File: src/rtl/stopwatch_lap_controller.sv
// Stopwatch run/stop/clear/lap sequencer with a DEPTH-entry lap buffer and registered FND value select.
// Define AUTO_HOLD_TIMEOUT_EN to release a frozen lap display after HOLD_TICKS idle cycles.
module stopwatch_lap_controller #(
  parameter int VALUE_W    = 14,
  parameter int DEPTH      = 4,
  parameter int HOLD_TICKS = 300_000_000
) (
  input  logic                       clk,
  input  logic                       reset,
  input  logic                       i_run_stop,
  input  logic                       i_clear,
  input  logic                       i_lap,
  input  logic [VALUE_W-1:0]         i_count_value,
  output logic                       o_run,
  output logic                       o_stop,
  output logic                       o_clear,
  output logic [VALUE_W-1:0]         o_value,
  output logic [$clog2(DEPTH+1)-1:0] o_lap_count,
  output logic                       o_lap_full,
  output logic                       o_recall
);

  localparam int CW = $clog2(DEPTH + 1);
  localparam int IW = $clog2(DEPTH);
  localparam logic [CW-1:0] DEPTH_C = CW'(DEPTH);

  typedef enum logic [1:0] {ST_IDLE, ST_RUN, ST_HOLD, ST_STOP} state_t;

  state_t               state_q, state_d;
  logic [VALUE_W-1:0]   value_q, value_d;
  logic [CW-1:0]        lap_cnt_q, lap_cnt_d;
  logic [IW-1:0]        idx_q, idx_d;
  logic                 recall_q, recall_d;
  logic                 clear_q, clear_d;
  logic [VALUE_W-1:0]   lap_mem_q [DEPTH];

  logic                 rs_p, clr_p, lap_p;
  logic                 capture, wr_en, recall_step, full;
  logic [CW-1:0]        idx_inc;

  // Same-cycle pulses: run_stop beats clear beats lap.
  assign rs_p  = i_run_stop;
  assign clr_p = i_clear & ~i_run_stop;
  assign lap_p = i_lap & ~i_run_stop & ~i_clear;

  assign full    = (lap_cnt_q == DEPTH_C);
  assign idx_inc = CW'(idx_q) + CW'(1);

`ifdef AUTO_HOLD_TIMEOUT_EN
  localparam logic [31:0] HOLD_LAST = 32'(HOLD_TICKS - 1);
  logic [31:0] timer_q;
`else
  logic [31:0] unused_hold_ticks;
  assign unused_hold_ticks = 32'(HOLD_TICKS);
`endif

  always_comb begin
    state_d     = state_q;
    lap_cnt_d   = lap_cnt_q;
    idx_d       = idx_q;
    recall_d    = recall_q;
    clear_d     = 1'b0;
    capture     = 1'b0;
    wr_en       = 1'b0;
    recall_step = 1'b0;
    value_d     = i_count_value;

    case (state_q)
      ST_IDLE: begin
        if (rs_p) state_d = ST_RUN;
      end
      ST_RUN, ST_HOLD: begin
        if (rs_p) begin
          state_d = ST_STOP;
          idx_d   = '0;
        end else if (clr_p && state_q == ST_HOLD) begin
          state_d = ST_RUN;
        end else if (lap_p) begin
          // A full buffer still freezes the display; only the store is skipped.
          state_d = ST_HOLD;
          capture = 1'b1;
          if (!full) begin
            wr_en     = 1'b1;
            lap_cnt_d = lap_cnt_q + CW'(1);
          end
        end
`ifdef AUTO_HOLD_TIMEOUT_EN
        else if (state_q == ST_HOLD && timer_q == HOLD_LAST) begin
          state_d = ST_RUN;
        end
`endif
      end
      ST_STOP: begin
        if (rs_p) begin
          state_d  = ST_RUN;
          recall_d = 1'b0;
        end else if (clr_p) begin
          state_d   = ST_IDLE;
          clear_d   = 1'b1;
          lap_cnt_d = '0;
          recall_d  = 1'b0;
          idx_d     = '0;
        end else if (lap_p && lap_cnt_q != '0) begin
          recall_d    = 1'b1;
          recall_step = 1'b1;
          idx_d       = (idx_inc == lap_cnt_q) ? '0 : idx_inc[IW-1:0];
        end
      end
      default: state_d = ST_IDLE;
    endcase

    if (state_d == ST_HOLD) begin
      value_d = capture ? i_count_value : value_q;
    end else if (state_d == ST_STOP && recall_d) begin
      value_d = recall_step ? lap_mem_q[idx_q] : value_q;
    end
  end

  always_ff @(posedge clk or negedge reset) begin
    if (!reset) begin
      state_q   <= ST_IDLE;
      value_q   <= '0;
      lap_cnt_q <= '0;
      idx_q     <= '0;
      recall_q  <= 1'b0;
      clear_q   <= 1'b0;
    end else begin
      state_q   <= state_d;
      value_q   <= value_d;
      lap_cnt_q <= lap_cnt_d;
      idx_q     <= idx_d;
      recall_q  <= recall_d;
      clear_q   <= clear_d;
    end
  end

  // Contents need no reset: lap_cnt_q is the only validity marker.
  always_ff @(posedge clk) begin
    if (wr_en) lap_mem_q[lap_cnt_q[IW-1:0]] <= i_count_value;
  end

`ifdef AUTO_HOLD_TIMEOUT_EN
  always_ff @(posedge clk or negedge reset) begin
    if (!reset) begin
      timer_q <= '0;
    end else if (state_q == ST_HOLD && state_d == ST_HOLD && !capture) begin
      timer_q <= timer_q + 32'd1;
    end else begin
      timer_q <= '0;
    end
  end
`endif

  assign o_run       = (state_q == ST_RUN) || (state_q == ST_HOLD);
  assign o_stop      = ~o_run;
  assign o_clear     = clear_q;
  assign o_value     = value_q;
  assign o_lap_count = lap_cnt_q;
  assign o_lap_full  = full;
  assign o_recall    = recall_q;

endmodule
File: config.mk
export PLATFORM = sky130hd
export DESIGN_NAME = stopwatch_lap_controller
export DESIGN_NICKNAME = d
export VERILOG_FILES = /design/src/rtl/stopwatch_lap_controller.sv
export SDC_FILE = /design/constraint.sdc
export NUM_CORES = 1
export LEC_CHECK = 0
export CORE_UTILIZATION = 55
export CTS_BUF_LIST = sky130_fd_sc_hd__clkbuf_8
export DETAILED_ROUTE_END_ITERATION = 10
export PLACE_DENSITY = 0.89
export REMOVE_ABC_BUFFERS = 1
export SLEW_MARGIN = 15
export SYNTH_ARGS = -nofsm -noshare
export SYNTH_HDL_FRONTEND = slang
export SYNTH_SLANG_ARGS = --single-unit
File: constraint.sdc
create_clock -name clk -period 3.4 [get_ports clk]
set_input_delay 0.68 -clock clk [delete_from_list [all_inputs] [get_ports clk]]
set_output_delay 0.68 -clock clk [all_outputs]
set_load 0.05 [all_outputs]
* Word level (Yosys, flattened, before mapping)
Memories as Yosys holds them, arrays and structs flattened.
Cells that the tools add are included.
** Word-level totals
- Bits in registers :: 23
- Memory bits (writable) :: 56
- Input port bits :: 19
- Logic and storage cells :: 89
- Memories :: 1
** Cells by class
- $add $sub $neg :: 2
- Eq/ne operators :: 17
- Muxes and demuxes :: 46
- Bitwise operators :: 6
- Reduce and logical (&&, ||, !) cells :: 11
** Memory list
- lap_mem_q :: depth 4, bits a word 14, read ports 1, clocked after Yosys merged registers in 0, wr ports 1, RTL line 35 : logic [VALUE_W-1:0] lap_mem_q [DEPTH];
** Operator list (number)
- 14-bit 2-to-1 mux :: 4
- 1-bit 2-to-1 mux :: 22
- 2-bit 2-to-1 mux :: 11
- 3-bit 2-to-1 mux :: 6
- 2-bit inequality test, second input constant :: 8
- 2-bit == test, second input constant :: 4
- 7-bit AND reduction :: 1
- 3-bit inequality test, second input constant :: 2
- 2-bit one-hot mux with 3 select lines :: 1
- 3-bit one-hot mux with 2 select lines :: 1
- 2-bit one-hot mux with 2 select lines :: 1
- 4-bit AND reduction :: 1
- 2-bit by 1-bit adder with 3-bit output, second input constant :: 1
- 3-bit by 1-bit adder with 3-bit output, second input constant :: 1
- 1-bit bitwise AND :: 3
- 3-bit == test :: 1
- 3-bit == test, second input constant :: 1
- 1-bit logical AND :: 3
- 1-bit NOT :: 3
- 3-bit nonzero test :: 1
- 2-bit by 1-bit == test with 1-bit output, second input constant :: 1
- 2-bit logical NOT :: 1
- 2-bit AND reduction :: 1
- 2-bit nonzero test :: 1
- 2 further kinds :: 2

* Logic depth before layout (Yosys ltp)
Gate-level depths: netlist of run 1.
- Word-level depth :: 11
- Mapped depth :: 9
- Mapped depth without buffers :: 8

* Least setup slack after synthesis of run 1
No wires, ideal clock.
- Path kind :: register to register
- From :: register state_q[0]
- To :: register value_q[0] (netlist: o_value[0])
- Arrival time :: 2.868 ns
- Required time :: 3.275 ns
- Slack :: 0.407 ns
- Stages on the path, launching flop included :: 10
- Buffers on the path :: 1
- Period minus slack after synthesis :: 2.993 ns
- Cell sequence :: dfrtp_1 inv_1 ha_1 inv_2 a221o_1 a22oi_4 nand3_4 buf_6 mux2_4 mux2_2
** Between the ends
- Word-level cells in the longest chain between the ends :: 9
** RTL lines
- from (decl) :: RTL line 29 : state_t state_q, state_d;
- from (signal assigned) :: RTL line 128 : state_q <= state_d;
- 2-bit == test :: RTL line 68, 76
- 1-bit logical AND :: RTL line 76 : end else if (clr_p && state_q == ST_HOLD) begin
- 2-bit 2-to-1 mux :: RTL line 76
- 2-bit 2-to-1 mux :: RTL line 73 : if (rs_p) begin
- 2-bit one-hot mux with 3 select lines * :: RTL line 68 : case (state_q)
- via state_d[1] :: RTL line 29
- 2-bit == test :: RTL line 114 : end else if (state_d == ST_STOP && recall_d) begin
- 1-bit logical AND :: RTL line 114
- 3-bit inequality test (no line) / 14-bit 2-to-1 mux (equally long branches)
- 2-bit AND reduction (no line) / 14-bit 2-to-1 mux (equally long branches)
- to (signal assigned) :: RTL line 129 : value_q <= value_d;
- to (decl) :: RTL line 30 : logic [VALUE_W-1:0] value_q, value_d;
Mark *: on every way through the listed nets, which the timed path passes. The rest lies on a longest branch.
A chain may end at the register's enable or synchronous reset.

* Worst setup path in the final report of run 1
- From :: input i_clear
- To :: register value_q[8] (netlist: o_value[8])
** Between the ends
- Word-level cells in the longest chain between the ends :: 10
** RTL lines
- from (decl) :: RTL line 11 : input logic i_clear,
- 1-bit NOT :: RTL line 44 : assign lap_p = i_lap & ~i_run_stop & ~i_clear;
- 1-bit bitwise AND :: RTL line 44
- 2-bit 2-to-1 mux :: RTL line 78 : end else if (lap_p) begin
- 2-bit 2-to-1 mux :: RTL line 76
- 2-bit 2-to-1 mux :: RTL line 73
- 2-bit one-hot mux with 3 select lines * :: RTL line 68
- via state_d[0] :: RTL line 29
- 2-bit == test :: RTL line 114
- 1-bit logical AND :: RTL line 114
- 3-bit inequality test (no line) / 14-bit 2-to-1 mux (equally long branches)
- 2-bit AND reduction (no line) / 14-bit 2-to-1 mux (equally long branches)
Marks and branches as above.

==> results of run 1 <==
## layer usage
layer | track usage | part of all wire | up-vias
met2 | 0.3692 | 0.51 | 43
met5 | 0 | 0 | -
li1 | - | - | 879
met1 | 0.2720 | 0.43 | 956
met4 | 0.1286 | 0.023 | 0
met3 | 0.03778 | 0.035 | 12
## final cells by class
| cell class | instances | area share |
|---|---|---|
| Clock buffer | 9 | 0.02975 |
| Tap cell | 75 | 0.02254 |
| Clock inverter | 7 | 0.01142 |
| Multi-Input combinational cell | 104 | 0.2746 |
| Inverter | 10 | 0.009014 |
| Timing Repair Buffer | 48 | 0.1106 |
| Sequential cell | 79 | 0.5421 |
## critical path: stages
cell and delay [ps]:
clkdlybuf4s50_1 620, nor2b_1 310, a31oi_1 150, o32ai_2 290
nand3_4 370, mux2_4 400, mux2_2 270
## metrics by stage
stage / instance area (µm²) / hold WS (ps)
floorplan: 3433 / 384.4
global placement: 3993 / 490.4
detailed placement: 3993 / 500.3
CTS: 4164 / 517.0
global route: 4164 / 536.9
finish: 4164 / 514.4
## registers in the layout, indices dropped and copies added, names as in the netlist
| signal | cells |
|---|---|
| idx_q | 2 |
| lap_mem_q | 56 |
| o_clear | 1 |
| o_lap_count | 3 |
| o_recall | 1 |
| o_value | 14 |
| state_q | 2 |
## power groups by stage
stage          registers, W  clock network [W]  logic [W]
3_5_place_dp        0.00129                  0    0.00147
5_1_grt             0.00129           0.000655    0.00156
3_3_place_gp        0.00128                  0    0.00144
4_1_cts             0.00127           0.000621    0.00148
2_1_floorplan       0.00162                  0   0.000689
6_report            0.00126           0.000609    0.00147
## cell usage after synthesis (4+ instances only)
cell and count:
buf_2 4, dfrtp_1 23, inv_1 9, mux2_4 10
nor3_1 4, edfxtp_1 56, mux2_2 19, nand2_1 5
and3_1 4, a21oi_1 4, mux4_2 14, nor2_1 5
nand2b_1 4, ha_1 8
## cells by family (layout without fill, tap and decap cells)
logic type	after synthesis	after routing	share of synthesized area
XOR/XNOR	3	3	0.007569
flip-flops	79	79	0.6501
multiplexers	43	43	0.1957
buffers and inverters	17	74	0.02198
adder cells (fa/ha/maj)	8	8	0.02883
AO/OA/AOI/OAI	17	17	0.04072
AND/OR/NAND/NOR	33	33	0.05513
## layout by cell type (no fill, tap or decap), types with 8 or more instances in the layout
cell type,instances
mux2_4,10
inv_1,9
dfrtp_1,23
buf_4,8
mux2_2,19
mux4_2,14
clkbuf_8,9
edfxtp_1,56
ha_1,8
clkdlybuf4s50_1,40
## final timing paths
check | depth (start not counted) | end
max | 7 | o_value[8]$_DFFE_PN0P_
min | 1 | o_value[7]$_DFFE_PN0P_
max reg2reg | 8 | o_value[8]$_DFFE_PN0P_
min reg2reg | 1 | o_value[7]$_DFFE_PN0P_
max in group asynchronous | 2 | o_value[11]$_DFFE_PN0P_
min in group asynchronous | 2 | o_value[0]$_DFFE_PN0P_
==> impl_metrics.tcl, run 1 <==
set metrics [dict create \
    grt_antenna_before_repair 0 \
    wl_um 6201 \
    p_sw_frac 0.3954 \
    min_from "o_value[7]$_DFFE_PN0P_" \
    setup_viol 0 \
    yosys.area.top_type_share 0.4843 \
    fin_setup_tns_ps 0 \
    grt_overflow_total 0 \
    grt_pass1_wl_um 10010 \
    max_clock_freq_ghz 0.3478 \
    start_util 0.5796 \
    dp_cells 316 \
    rsz0062_at_grt "false" \
    clkTransAtPathRegs_ps 80 \
    dp_hpwl_um 4058 \
    synth.yosys.seq_area_share 0.6501 \
    post-route-period-util 0.8456 \
    status "finished clean" \
    crit_path_start_kind "input port" \
    ant_nets 0 \
    place.gp.congestion 0.8958 \
    fin_cells 332 \
    total_power_w 0.003346 \
    hold_class "flip-flop to flip-flop" \
    yosys.area.top_type "edfxtp_1" \
    cts_buffers 9 \
    post-place-ws_ps 162.4 \
    path_max_fanout 14 \
    cp.required_ps 3640 \
    finalClockSkew_ps 7.399 \
    core_area_um2 5991 \
    period_needed_ps 2875 \
    internal_power_w 0.002023 \
    r2r_start "state_q[0]$_DFF_PN0_" \
    cts_tree "done" \
    drt-initial-drc-count 106 \
    fin_util 0.6951 \
    worst_slew_pin_slew_ps 715.2 \
    cts_setup_buffers 0 \
    rows 28 \
    area_growth_pct 19.93 \
    gr-usage-all-layers 0.2212 \
    endpoint_kind "flip-flop" \
    drive_gt1_frac 0.2802 \
    vias 1890 \
    multi_input_area_um2 1144 \
    setup_slack_ps 524.9 \
    pwr-share-seq 0.378 \
    dr.pass1.iters 4 \
    clock_path_buffers 2 \
    p_sw_w 0.001323 \
    ys_ff_latch 79 \
    yosysWarnings 0 \
    syn_area_um2 3472 \
    diodes 0 \
    power_frac_clock 0.182 \
    postSynthAreaPerCell_um2 17.36 \
    maxCapViolations 0 \
    num-fill-cells 385 \
    port_buffers 40 \
    p_leak_nw 1.539 \
    dieArea_um2 6635 \
    seqCellArea_um2 2257 \
    synth_flop_cell "edfxtp_1" \
    io_pins 41 \
    combinationalPowerShare 0.440 \
    power_per_cell_area_nw_per_um2 803.5 \
    yosysUniqueCellTypes 37 \
    r2r_setup_slack_ps 600 \
    synthTopCellsByArea "edfxtp_1 48%, dfrtp_1 17%, mux4_2 9.1%" \
    grt_max_degree 24 \
    route.detailed.drc 0 \
    cts_root_buffer "clkbuf_8" \
    grt_pass1_vias 1981 \
    ctsHoldBuffers 0 \
    final-max-slew-violation-count 0 \
    clk_latency_ps 350 \
    ctsResizeCount 0 \
    netlist_instances 200 \
    viasPerCell 5.693 \
    vdd_drop_max_mv 0.5126 \
    path_class "input port to flip-flop" \
    wl_per_cell_um 18.68 \
    dieHeight_um 81.46 \
    crit_start "i_clear" \
    htreeDepth 3 \
    die_w_um 81.46 \
    finalHoldViolCount 0 \
    synth_enable_flop_cells 56 \
    arrival_ps 3110 \
    slew-limit-headroom 0.5232 \
    cts.sinks 79 \
    async_flop_share 0.2911 \
    final_nets 279 \
]
No activity file was read; power rests on OpenSTA's default activity.
==> inputs of run 2 (changes only) <==
--- a/config.mk
+++ b/config.mk
@@ -5,10 +5,10 @@
 export SDC_FILE = /design/constraint.sdc
 export NUM_CORES = 1
 export LEC_CHECK = 0
-export CORE_UTILIZATION = 55
+export CORE_UTILIZATION = 52
 export CTS_BUF_LIST = sky130_fd_sc_hd__clkbuf_8
 export DETAILED_ROUTE_END_ITERATION = 10
-export PLACE_DENSITY = 0.89
+export PLACE_DENSITY = 0.88
 export REMOVE_ABC_BUFFERS = 1
 export SLEW_MARGIN = 15
 export SYNTH_ARGS = -nofsm -noshare
==> constraint.sdc (replaced) <==
create_clock -name clk -period 2.4 [get_ports clk]
set_input_delay 0.48 -clock clk [delete_from_list [all_inputs] [get_ports clk]]
set_output_delay 0.48 -clock clk [all_outputs]
set_load 0.05 [all_outputs]
==> impl_metrics.tcl, run 2 (synthesized netlist as in run 1, its figures left out) <==
set metrics [dict create \
    drive_gt1_frac 0.3597 \
    mostFrequentLayoutCells "56 x edfxtp_1, 37 x clkdlybuf4s50_1, 26 x buf_4" \
    power_frac_clock 0.173 \
    endpoint_kind "flip-flop" \
    wl_per_cell_um 18.61 \
    setup_viol 0 \
    ctsHoldBuffers 0 \
    vdd_drop_max_mv 0.6892 \
    cts_buffers 9 \
    diodes 0 \
    power_per_cell_area_nw_per_um2 1122 \
    dieArea_um2 7008 \
    dp_hpwl_um 4407 \
    finalClockSkew_ps 10.64 \
    io_pins 41 \
    largest_register_ffs 56 \
    maxCapViolations 0 \
    p_sw_w 0.001924 \
    grt_max_degree 24 \
    core_area_um2 6386 \
    grt_overflow_total 0 \
    start_util 0.5437 \
    post-route-period-util 0.9659 \
    die_w_um 83.72 \
    combinationalPowerShare 0.480 \
    final_nets 300 \
    path_max_fanout 14 \
    ant_nets 0 \
    cts_setup_buffers 0 \
    period_needed_ps 2318 \
    final-max-slew-violation-count 0 \
    pwr-share-seq 0.346 \
    num-fill-cells 415 \
    cts.sinks 79 \
    max_clock_freq_ghz 0.4314 \
    dp_cells 339 \
    status "finished clean" \
    path_class "input port to flip-flop" \
    internal_power_w 0.003071 \
    grt_antenna_before_repair 0 \
    fin_setup_tns_ps 0 \
    clk_latency_ps 350 \
    holdWs_ps 484.7 \
    htreeDepth 3 \
    fin_util 0.6969 \
    crit_path_start_kind "input port" \
    cts_tree "done" \
    grt_pass1_vias 2078 \
    clkTransAtPathRegs_ps 80 \
    total_power_w 0.004994 \
    p_sw_frac 0.3851 \
    viasPerCell 5.594 \
    p_leak_nw 1.667 \
    hold_class "input port to async pin" \
    port_buffers 40 \
    slew-limit-headroom 0.6551 \
    rows 29 \
    gr-usage-all-layers 0.2071 \
    worst_slew_pin_slew_ps 515.7 \
    dr.pass1.iters 4 \
    cp.required_ps 2630 \
    cts_root_buffer "clkbuf_8" \
    finalHoldViolCount 0 \
    vias 1986 \
    drt-initial-drc-count 145 \
    dieHeight_um 83.72 \
    route.detailed.drc 0 \
    final_common_cell "edfxtp_1" \
    area_growth_pct 28.18 \
    arrival_ps 2550 \
    clock_path_buffers 2 \
    fin_cells 355 \
    wl_um 6607 \
    place.gp.congestion 0.8381 \
    grt_pass1_wl_um 10620 \
]
run 2: cell count changes in the layout (fill, tap and decap cells not counted), moves of 2 or more:
cell and delta:
buf_12 +6, clkinvlp_4 +2, buf_4 +18, ha_1 -2
clkdlybuf4s50_1 -3, clkinv_2 -2, ha_4 +2
run 2: final timing paths:
check / startpoint / cells past startpoint / slack (ps) / endpoint
setup / recovery: i_clear / 8 / 80 / o_value[9]$_DFFE_PN0P_
hold / removal: reset / 2 / 480 / o_value[3]$_DFFE_PN0P_
setup reg to reg: state_q[1]$_DFF_PN0_ / 9 / 90 / o_value[9]$_DFFE_PN0P_
hold reg to reg: o_value[5]$_DFFE_PN0P_ / 1 / 510 / o_value[5]$_DFFE_PN0P_
max in group asynchronous: reset / 2 / 1650 / o_lap_count[1]$_DFFE_PN0P_
min in group clk: o_value[5]$_DFFE_PN0P_ / 1 / 510 / o_value[5]$_DFFE_PN0P_
run 2: cell type report:
cell class | count | area, µm² | share of cell area
flip-flops and latches | 79 | 2257 | 0.5072
multi-input cells | 104 | 1197 | 0.2690
repair buffers | 69 | 685.7 | 0.1541
clock buffers | 10 | 137.6 | 0.03092
well taps | 77 | 96.34 | 0.02165
clock inverters | 6 | 38.79 | 0.008715
inverters | 10 | 37.54 | 0.008434
run 2: worst max-delay path, stage by stage:
cell and delay (ps):
clkdlybuf4s50_1 480, nor2b_1 230, nor3b_2 290, o32ai_4 150, nand3_4 100, buf_12 170, mux2_2 360, mux2_2 270
run 2: metal layers:
metal	wire (µm)	global-route usage	vias up	share of wire
met5	0	0	-	0
met4	82	0.07396	0	0.012
met3	563	0.06528	5	0.085
met2	3271	0.3230	76	0.50
met1	2690	0.2764	984	0.41
li1	-	-	921	-
run 2: what timing repair did:
| item | 4_1_cts | 5_1_grt |
|---|---|---|
| setup endpoints to repair | 13 | 15 |
| gates resized for setup | 2 | 5 |
| pin swaps | 1 | 1 |
| endpoints found under the hold margin | 0 | 0 |
run 2: power groups by stage:
stage | clock network [W] | registers [W] | logic [W]
6_report | 0.000866 | 0.00173 | 0.00240
5_1_grt | 0.000952 | 0.00175 | 0.00254
4_1_cts | 0.000888 | 0.00173 | 0.00235
3_5_place_dp | 0 | 0.00176 | 0.00231
3_3_place_gp | 0 | 0.00176 | 0.00226
2_1_floorplan | 0 | 0.00230 | 0.000976
run 2: metrics by stage:
step / area [µm²] / setup slack, ps
2_1_floorplan: 3433 / -579.0
3_3_place_gp: 4220 / -240.1
3_5_place_dp: 4220 / -308.8
4_1_cts: 4412 / 69.65
5_1_grt: 4451 / -2.824
6_report: 4451 / 81.87
